**config.mk**
```make
export PLATFORM = sky130hd
export DESIGN_NAME = capture_accumulator
export DESIGN_NICKNAME = d
export VERILOG_FILES = /design/src/rtl/capture_accumulator.sv
export SDC_FILE = /design/constraint.sdc
export NUM_CORES = 2
export LEC_CHECK = 0
export CELL_PAD_IN_SITES_DETAIL_PLACEMENT = 2
export CELL_PAD_IN_SITES_GLOBAL_PLACEMENT = 2
export CORE_MARGIN = 8
export CORE_UTILIZATION = 46
export DETAILED_ROUTE_END_ITERATION = 7
export PLACE_DENSITY = 0.91
export SETUP_SLACK_MARGIN = 0.3
export SYNTH_ARGS = -nofsm -noshare
export SYNTH_HDL_FRONTEND = slang
export SYNTH_SLANG_ARGS = --single-unit
```
**constraint.sdc**
```tcl
create_clock -name clk -period 9.5 [get_ports clk]
set_input_delay 1.9 -clock clk [delete_from_list [all_inputs] [get_ports clk]]
set_output_delay 1.9 -clock clk [all_outputs]
set_load 0.01 [all_outputs]
```
**src/rtl/capture_accumulator.sv**
```systemverilog
// capture_accumulator: sums NUM_EVENTS triggered sample records into a RAM, then streams the record out.
// Optional macro CAPTURE_ACC_AVG_EN: output is the sum divided by NUM_EVENTS (power of two).
module capture_accumulator #(
  parameter int unsigned DATA_W     = 8,
  parameter int unsigned ACC_W      = 16,
  parameter int unsigned RECORD_LEN = 128,
  parameter int unsigned ADDR_W     = 7,
  parameter int unsigned NUM_EVENTS = 4,
  parameter int unsigned EVT_W      = 8
) (
  input  logic              clk,
  input  logic              rst,
  input  logic [DATA_W-1:0] sample_in,
  input  logic              trig,
  input  logic              capture_en,
  input  logic              out_ready,
  output logic [ACC_W-1:0]  out_data,
  output logic              out_valid,
  output logic              out_last,
  output logic              busy,
  output logic [EVT_W-1:0]  event_count,
  output logic              sat_flag
);

  localparam int unsigned DEPTH = 1 << ADDR_W;
  localparam int unsigned CNT_W = ADDR_W + 1;
  localparam int unsigned SUM_W = ACC_W + 1;
  localparam logic [ADDR_W-1:0] LAST_IDX   = ADDR_W'(RECORD_LEN - 1);
  localparam logic [CNT_W-1:0]  REC_CNT    = CNT_W'(RECORD_LEN);
  localparam logic [EVT_W-1:0]  EVT_TARGET = EVT_W'(NUM_EVENTS);

  // Elaboration-time parameter sanity checks.
  generate
    if (ACC_W < DATA_W) begin : gErrAccW
      $error("capture_accumulator: ACC_W must be >= DATA_W");
    end
    if (RECORD_LEN < 2) begin : gErrRecLen
      $error("capture_accumulator: RECORD_LEN must be >= 2");
    end
    if (DEPTH < RECORD_LEN) begin : gErrAddrW
      $error("capture_accumulator: 2**ADDR_W must be >= RECORD_LEN");
    end
    if (NUM_EVENTS < 1) begin : gErrEvents
      $error("capture_accumulator: NUM_EVENTS must be >= 1");
    end
    if ((64'd1 << EVT_W) <= 64'(NUM_EVENTS)) begin : gErrEvtW
      $error("capture_accumulator: 2**EVT_W must exceed NUM_EVENTS");
    end
`ifdef CAPTURE_ACC_AVG_EN
    if ((NUM_EVENTS & (NUM_EVENTS - 1)) != 0) begin : gErrAvgPow2
      $error("capture_accumulator: averaging needs NUM_EVENTS to be a power of two");
    end
`endif
  endgenerate

  typedef enum logic [2:0] {
    IDLE      = 3'd0,
    WAIT_TRIG = 3'd1,
    CAPTURE   = 3'd2,
    NEXT      = 3'd3,
    READOUT   = 3'd4
  } stateT;

  stateT state;

  logic [ACC_W-1:0] mem [DEPTH];
  logic [ACC_W-1:0] memQ;
  logic [ACC_W-1:0] memWord;

  logic              trigPrev;
  logic [ADDR_W-1:0] capIdx;

  // Capture read-modify-write stage: read issued last cycle, written this cycle.
  logic              stgValid;
  logic              stgFirst;
  logic              stgFwd;
  logic [ADDR_W-1:0] stgAddr;
  logic [DATA_W-1:0] stgSample;
  logic [ACC_W-1:0]  stgFwdData;

  // Readout: issued-read counter, in-flight read flag and one-word skid buffer.
  logic [CNT_W-1:0] rdCnt;
  logic             rdPend;
  logic             rdPendLast;
  logic             skidValid;
  logic             skidLast;
  logic [ACC_W-1:0] skidData;

  logic              trigAccept;
  logic              capIssue;
  logic              roIssue;
  logic              rdEn;
  logic [ADDR_W-1:0] rdAddr;
  logic              wrEn;
  logic [ADDR_W-1:0] wrAddr;
  logic [ACC_W-1:0]  wrData;
  logic [ACC_W-1:0]  operand;
  logic [SUM_W-1:0]  sumWide;
  logic              satHit;
  logic              outFree;
  logic              outFire;
  logic              nextOutValid;
  logic              nextSkidValid;

  always_comb begin
    trigAccept = (state == WAIT_TRIG) && trig && !trigPrev && capture_en;
    capIssue   = trigAccept || (state == CAPTURE);

    outFree = !out_valid || out_ready;
    outFire = out_valid && out_ready;

    nextOutValid  = 1'b1;
    nextSkidValid = skidValid || rdPend;
    if (outFree) begin
      nextOutValid  = skidValid || rdPend;
      nextSkidValid = skidValid && rdPend;
    end

    // Only launch a read when a slot is guaranteed for its data next cycle.
    roIssue = (state == READOUT) && (rdCnt < REC_CNT) && !(nextOutValid && nextSkidValid);
    rdEn    = capIssue || roIssue;

    rdAddr = '0;
    if (state == CAPTURE) begin
      rdAddr = capIdx;
    end else if (state == READOUT) begin
      rdAddr = rdCnt[ADDR_W-1:0];
    end

    wrEn   = stgValid;
    wrAddr = stgAddr;

    operand = stgFwd ? stgFwdData : memQ;
    if (stgFirst) begin
      operand = '0;
    end
    sumWide = {1'b0, operand} + SUM_W'(stgSample);
    satHit  = sumWide[ACC_W];
    wrData  = satHit ? {ACC_W{1'b1}} : sumWide[ACC_W-1:0];
  end

`ifdef CAPTURE_ACC_AVG_EN
  localparam int unsigned AVG_SH = $clog2(NUM_EVENTS);
  assign memWord = memQ >> AVG_SH;
`else
  assign memWord = memQ;
`endif

  // Accumulator RAM: one synchronous read port, one write port, no reset.
  always_ff @(posedge clk) begin
    if (wrEn) begin
      mem[wrAddr] <= wrData;
    end
    if (rdEn) begin
      memQ <= mem[rdAddr];
    end
  end

  always_ff @(posedge clk or posedge rst) begin
    if (rst) begin
      state       <= IDLE;
      busy        <= 1'b1;
      event_count <= '0;
      sat_flag    <= 1'b0;
      out_data    <= '0;
      out_valid   <= 1'b0;
      out_last    <= 1'b0;
      trigPrev    <= 1'b0;
      capIdx      <= '0;
      stgValid    <= 1'b0;
      stgFirst    <= 1'b0;
      stgFwd      <= 1'b0;
      stgAddr     <= '0;
      stgSample   <= '0;
      stgFwdData  <= '0;
      rdCnt       <= '0;
      rdPend      <= 1'b0;
      rdPendLast  <= 1'b0;
      skidValid   <= 1'b0;
      skidLast    <= 1'b0;
      skidData    <= '0;
    end else begin
      trigPrev <= trig;

      stgValid <= capIssue;
      if (capIssue) begin
        stgAddr    <= rdAddr;
        stgSample  <= sample_in;
        stgFirst   <= (event_count == '0);
        stgFwd     <= wrEn && (wrAddr == rdAddr);
        stgFwdData <= wrData;
      end
      if (stgValid && satHit) begin
        sat_flag <= 1'b1;
      end

      rdPend <= roIssue;
      if (roIssue) begin
        rdCnt      <= rdCnt + CNT_W'(1);
        rdPendLast <= (rdCnt == REC_CNT - CNT_W'(1));
      end

      // Output register takes the skid word first so index order is preserved.
      if (outFree) begin
        out_valid <= nextOutValid;
        if (skidValid) begin
          out_data <= skidData;
          out_last <= skidLast;
        end else if (rdPend) begin
          out_data <= memWord;
          out_last <= rdPendLast;
        end else begin
          out_last <= 1'b0;
        end
      end
      if (outFree ? (skidValid && rdPend) : rdPend) begin
        skidData <= memWord;
        skidLast <= rdPendLast;
      end
      skidValid <= nextSkidValid;

      case (state)
        IDLE: begin
          state <= WAIT_TRIG;
          busy  <= 1'b0;
        end
        WAIT_TRIG: begin
          if (trigAccept) begin
            state  <= CAPTURE;
            busy   <= 1'b1;
            capIdx <= ADDR_W'(1);
          end
        end
        CAPTURE: begin
          if (capIdx == LAST_IDX) begin
            state <= NEXT;
          end else begin
            capIdx <= capIdx + ADDR_W'(1);
          end
        end
        NEXT: begin
          event_count <= event_count + EVT_W'(1);
          if (event_count + EVT_W'(1) == EVT_TARGET) begin
            state <= READOUT;
          end else begin
            state <= WAIT_TRIG;
            busy  <= 1'b0;
          end
        end
        READOUT: begin
          if (outFire && out_last) begin
            state       <= WAIT_TRIG;
            busy        <= 1'b0;
            event_count <= '0;
            sat_flag    <= 1'b0;
            rdCnt       <= '0;
          end
        end
        default: begin
          state <= IDLE;
          busy  <= 1'b1;
        end
      endcase
    end
  end

endmodule

```
==> results of run 1 <==
## per-stage QoR
step | hold WS, ns | cell area, sq um | util | worst slack (ns) | cells
2_1_floorplan | 0.4385 | 87430 | - | 1.826 | 6569
3_3_place_gp | 0.4829 | 90910 | 0.4795 | 3.781 | 8884
3_5_place_dp | 0.4997 | 90910 | 0.4795 | 3.202 | 8884
## cell families after synthesis
kind of cell	synth area share
and+or+nand+nor	0.1442
AOI/OAI and AO/OA	0.07775
muxes	0.009244
DFF	0.7378
buffers and inverters	0.02579
xor gates and xnor gates	0.003105
adders and majority gates	0.002089
==> impl_metrics.env, run 1 <==
export IMPL_outcome="aborted with a tool error"
export IMPL_lastStage="clock tree synthesis (4_1_cts)"
export IMPL_stop_error="[ERROR DPL-0033] detailed placement checks failed during check placement."
export IMPL_synth_async_reset_ratio=0.04665
export IMPL_cts_resized=0
export IMPL_cts_sinks=2165
export IMPL_cts_setup_buffers=0
export IMPL_clockBufferDepth=3
export IMPL_ioPinCount=41
export IMPL_cts_buffers_inserted=215
export IMPL_ys_seq_area_frac=0.7378
export IMPL_synth_distinct_cells=74
export IMPL_start_util=0.4612
export IMPL_synth_top_area_share=0.7089
export IMPL_die_height_um=452.0
export IMPL_place_congestion=0.8850
export IMPL_yosysWarnings=0
export IMPL_synth_most_common_cell="edfxtp_1"
export IMPL_rows=160
export IMPL_syn_instance_count=6569
export IMPL_hpwl_um=232600
export IMPL_fp_dieW_um=452.0
export IMPL_ys_ff_latch=2165
export IMPL_synthTopCellsByArea="edfxtp_1 (71%), nand2_1 (7.0%), dfrtp_1 (2.9%), nand3_1 (2.6%), and3_1 (2.5%)"
export IMPL_yosys_area_top_type="edfxtp_1"
export IMPL_io_buffers=40
export IMPL_postSynthAreaPerCell_sq_um=13.31
export IMPL_synth_nets=6596
export IMPL_ys_top_cells_by_count="edfxtp_1 (2064), nand2_1 (1631), nand3_1 (461)"
export IMPL_ctsRootBufferMaster="clkbuf_16"
export IMPL_ys_flop_type="edfxtp_1"
export IMPL_ctsHoldBuffers=0
export IMPL_syn_area_sq_um=87430
export IMPL_synth_edf_count=2064
export IMPL_cts_htree_levels=4
==> inputs of run 2 (changes only) <==
- CELL_PAD_IN_SITES_DETAIL_PLACEMENT: 2 -> not set
- CELL_PAD_IN_SITES_GLOBAL_PLACEMENT: 2 -> not set
- CORE_UTILIZATION: 46 -> 40
- PLACE_DENSITY: 0.91 -> not set
- PLACE_DENSITY_LB_ADDON: not set -> 0.15
- SETUP_SLACK_MARGIN: 0.3 -> not set
==> run 2 against run 1 <==
  * The flow now finishes, with violations (capacitance limit)
  * Area after synthesis unchanged
  * Synthesized cell count unchanged
==> impl_metrics.env, run 2 <==
export IMPL_fin_crit_sh=0.6296
export IMPL_fin_cells=9683
export IMPL_rows=171
export IMPL_rsz0062_at_grt="false"
export IMPL_grt_use_met1=0.3409
export IMPL_slew_viol_final=0
export IMPL_ir_worst_vdd_mv=0.4417
export IMPL_ys_flop_type="edfxtp_1"
export IMPL_clkSlewWorstSetupHoldPaths_ns=0.06
export IMPL_num_vias=57000
export IMPL_synthTopCellsByArea="edfxtp_1 (71%), nand2_1 (7.0%), dfrtp_1 (2.9%), nand3_1 (2.6%), and3_1 (2.5%)"
export IMPL_drt_wl_total_um=283200
export IMPL_arrival_ns=6.56
export IMPL_coreArea_sq_um=217200
export IMPL_worst_path_max_fanout=136
export IMPL_top_usage_layer="met2"
export IMPL_worst_r2r_setup_slack_ns=3.52
export IMPL_synth_nets=6596
export IMPL_cts_sinks=2165
export IMPL_drive_above_1_share=0.09214
export IMPL_dp_cells=9244
export IMPL_cts_htree_levels=4
export IMPL_cts_setup_buffers=0
export IMPL_yosys_area_top_type="edfxtp_1"
export IMPL_antenna_found_initial=23
export IMPL_cts_buffers_inserted=222
export IMPL_cp_start_kind="flip-flop"
export IMPL_cts_tree="built"
export IMPL_required_ns=10.08
export IMPL_postSynthAreaPerCell_sq_um=13.31
export IMPL_ys_top_cells_by_count="edfxtp_1 (2064), nand2_1 (1631), nand3_1 (461)"
export IMPL_p_leak_nw=33.32
export IMPL_maxCapViolations=1
export IMPL_hold_path_endpoint="stgFwdData[12]"
export IMPL_worstHoldPathType="reg2reg"
export IMPL_finalHoldViolations=0
export IMPL_use_met2=0.3509
export IMPL_path_cells="nand4bb_4 -> buf_4 -> nand2_4 -> buf_12 -> buf_4 -> mux2i_1 -> a2111oi_0 -> a2111oi_1 -> clkbuf_2 -> nand4_1 -> nor2_1 -> nand3_1"
export IMPL_setup_viol=0
export IMPL_syn_instance_count=6569
export IMPL_grt_overflow=0
export IMPL_grt_met3_usage=0.04478
export IMPL_cpPeakStageDelay_ns=0.68
export IMPL_synth_async_reset_ratio=0.04665
export IMPL_holdWs_ns=0.4703
export IMPL_firstDrtPassIters=6
export IMPL_synth_top_area_share=0.7089
export IMPL_path_class="reg2reg"
export IMPL_skew_ns=0.03355
export IMPL_ctsHoldBuffers=0
export IMPL_post_route_drc_count=0
export IMPL_fin_setup_tns_ns=0
export IMPL_crit_family="simple AND/OR/NAND/NOR gates"
export IMPL_final_common_cell="edfxtp_1"
export IMPL_ant_nets=0
export IMPL_clockBufferDepth=3
export IMPL_grt_pass1_vias=52750
export IMPL_ys_ff_latch=2165
export IMPL_place_congestion=0.8934
export IMPL_top_register="mem"
export IMPL_max_clock_freq_mhz=167.2
export IMPL_crit_top_cell="buf_4"
export IMPL_clk_latency_ns=0.87
export IMPL_r2r_cells=12
export IMPL_worstHoldStart="stgFwdData[12]"
export IMPL_synth_distinct_cells=74
export IMPL_drtIter0Drc=7262
export IMPL_p_per_area_nw_per_um2=283.2
export IMPL_fillers=19330
export IMPL_fin_util=0.4539
export IMPL_max_slew_margin=0.01358
export IMPL_crit_buf_inv=4
export IMPL_io_buffers=40
export IMPL_grt_total_usage=0.2329
export IMPL_area_growth_pct=12.73
export IMPL_critPathSlowestCell="nand4bb_4"
export IMPL_start_util=0.4026
export IMPL_avgRoutedWirePerCell_um=29.24
export IMPL_largest_reg_flops=2048
export IMPL_tightest_slew_ns=1.466
export IMPL_r2r_start="state[2]"
export IMPL_syn_area_sq_um=87430
export IMPL_ctsRootBufferMaster="clkbuf_16"
export IMPL_hpwl_um=165000
export IMPL_outcome="finished with violations"
export IMPL_die_area_sq_um=233800
export IMPL_mostFrequentLayoutCells="edfxtp_1 (2064), nand2_1 (1618), nand3_1 (460)"
export IMPL_grt_max_degree=150
export IMPL_violations="capacitance limit"
export IMPL_ioPinCount=41
export IMPL_die_height_um=483.5
export IMPL_cts_resized=0
export IMPL_grt_pass1_wl_um=402700
export IMPL_r2r_end="memQ[7]"
export IMPL_yosysWarnings=0
export IMPL_whs_path_depth=2
export IMPL_synth_most_common_cell="edfxtp_1"
export IMPL_fin_nets=6642
export IMPL_fin_crit_ns=5.981
export IMPL_viasPerCell=5.886
export IMPL_ys_seq_area_frac=0.7378
export IMPL_synth_edf_count=2064
export IMPL_end_kind="flip-flop"
export IMPL_fp_dieW_um=483.5
run 2: worst max path at each step:
stage / from / endpoint / slack (ns) / cells after the start
after floorplan: stgFwd / mem[0][11] / 1.83 / 13
after global placement: state[2] / memQ[7] / 2.67 / 11
after detailed placement: state[2] / memQ[7] / 2.51 / 11
after CTS: state[2] / memQ[7] / 2.49 / 11
after global routing: state[2] / memQ[7] / 3.37 / 12
final: state[2] / memQ[7] / 3.52 / 12
run 2: metal layers:
layer | vias to the layer above | wire, um
li1 | 24880 | -
met1 | 29090 | 123100
met2 | 2597 | 126000
met3 | 423 | 25200
met4 | 4 | 8899
met5 | - | 27
run 2: area by class of cell:
class	count	area [sq um]	share of cell area
Sequential cell	2165	64510	0.6545
Clock inverter	107	909.6	0.009228
Timing Repair Buffer	286	2395	0.02430
Clock buffer	307	6101	0.06189
Tap cell	2854	3571	0.03623
Multi-Input combinational cell	3931	20990	0.2129
Antenna cell	24	60.06	0.0006093
Inverter	9	36.28	0.0003681
run 2: where the power goes:
part	switching (mW)	total (mW)	internal [mW]
combinational	4.74	5.44	0.699
clock	3.69	8.49	4.80
sequential	0.175	14.0	13.8
run 2: logic make-up (layout without fill, tap and decap cells):
kind of cell | count (synthesis) | in the layout | synth area share
xor+xnor | 31 | 31 | 0.003105
flops | 2165 | 2165 | 0.7378
fa+ha+maj | 14 | 14 | 0.002089
simple gates | 2837 | 2837 | 0.1442
other cells | 0 | 24 | 0
compound gates | 971 | 971 | 0.07775
buf+inv | 473 | 709 | 0.02579
mux | 78 | 78 | 0.009244
run 2: worst min-delay path: cells and delay by family, from the launching register on:
family / cells / cell delay, ns
flops: 1 / 0.34
simple gates: 2 / 0.10
run 2: metrics by stage:
step                      setup WS (ns)  power (mW)  cell area [sq um]
after CTS                         2.486       28.08              98500
final                             3.519       27.91              98570
after global routing              3.369       28.76              98560
after floorplan                   1.826       16.89              87430
after detailed placement          2.511       19.66              91490
after global placement            2.668       19.55              91490
(Power assumes the default switching activity.)
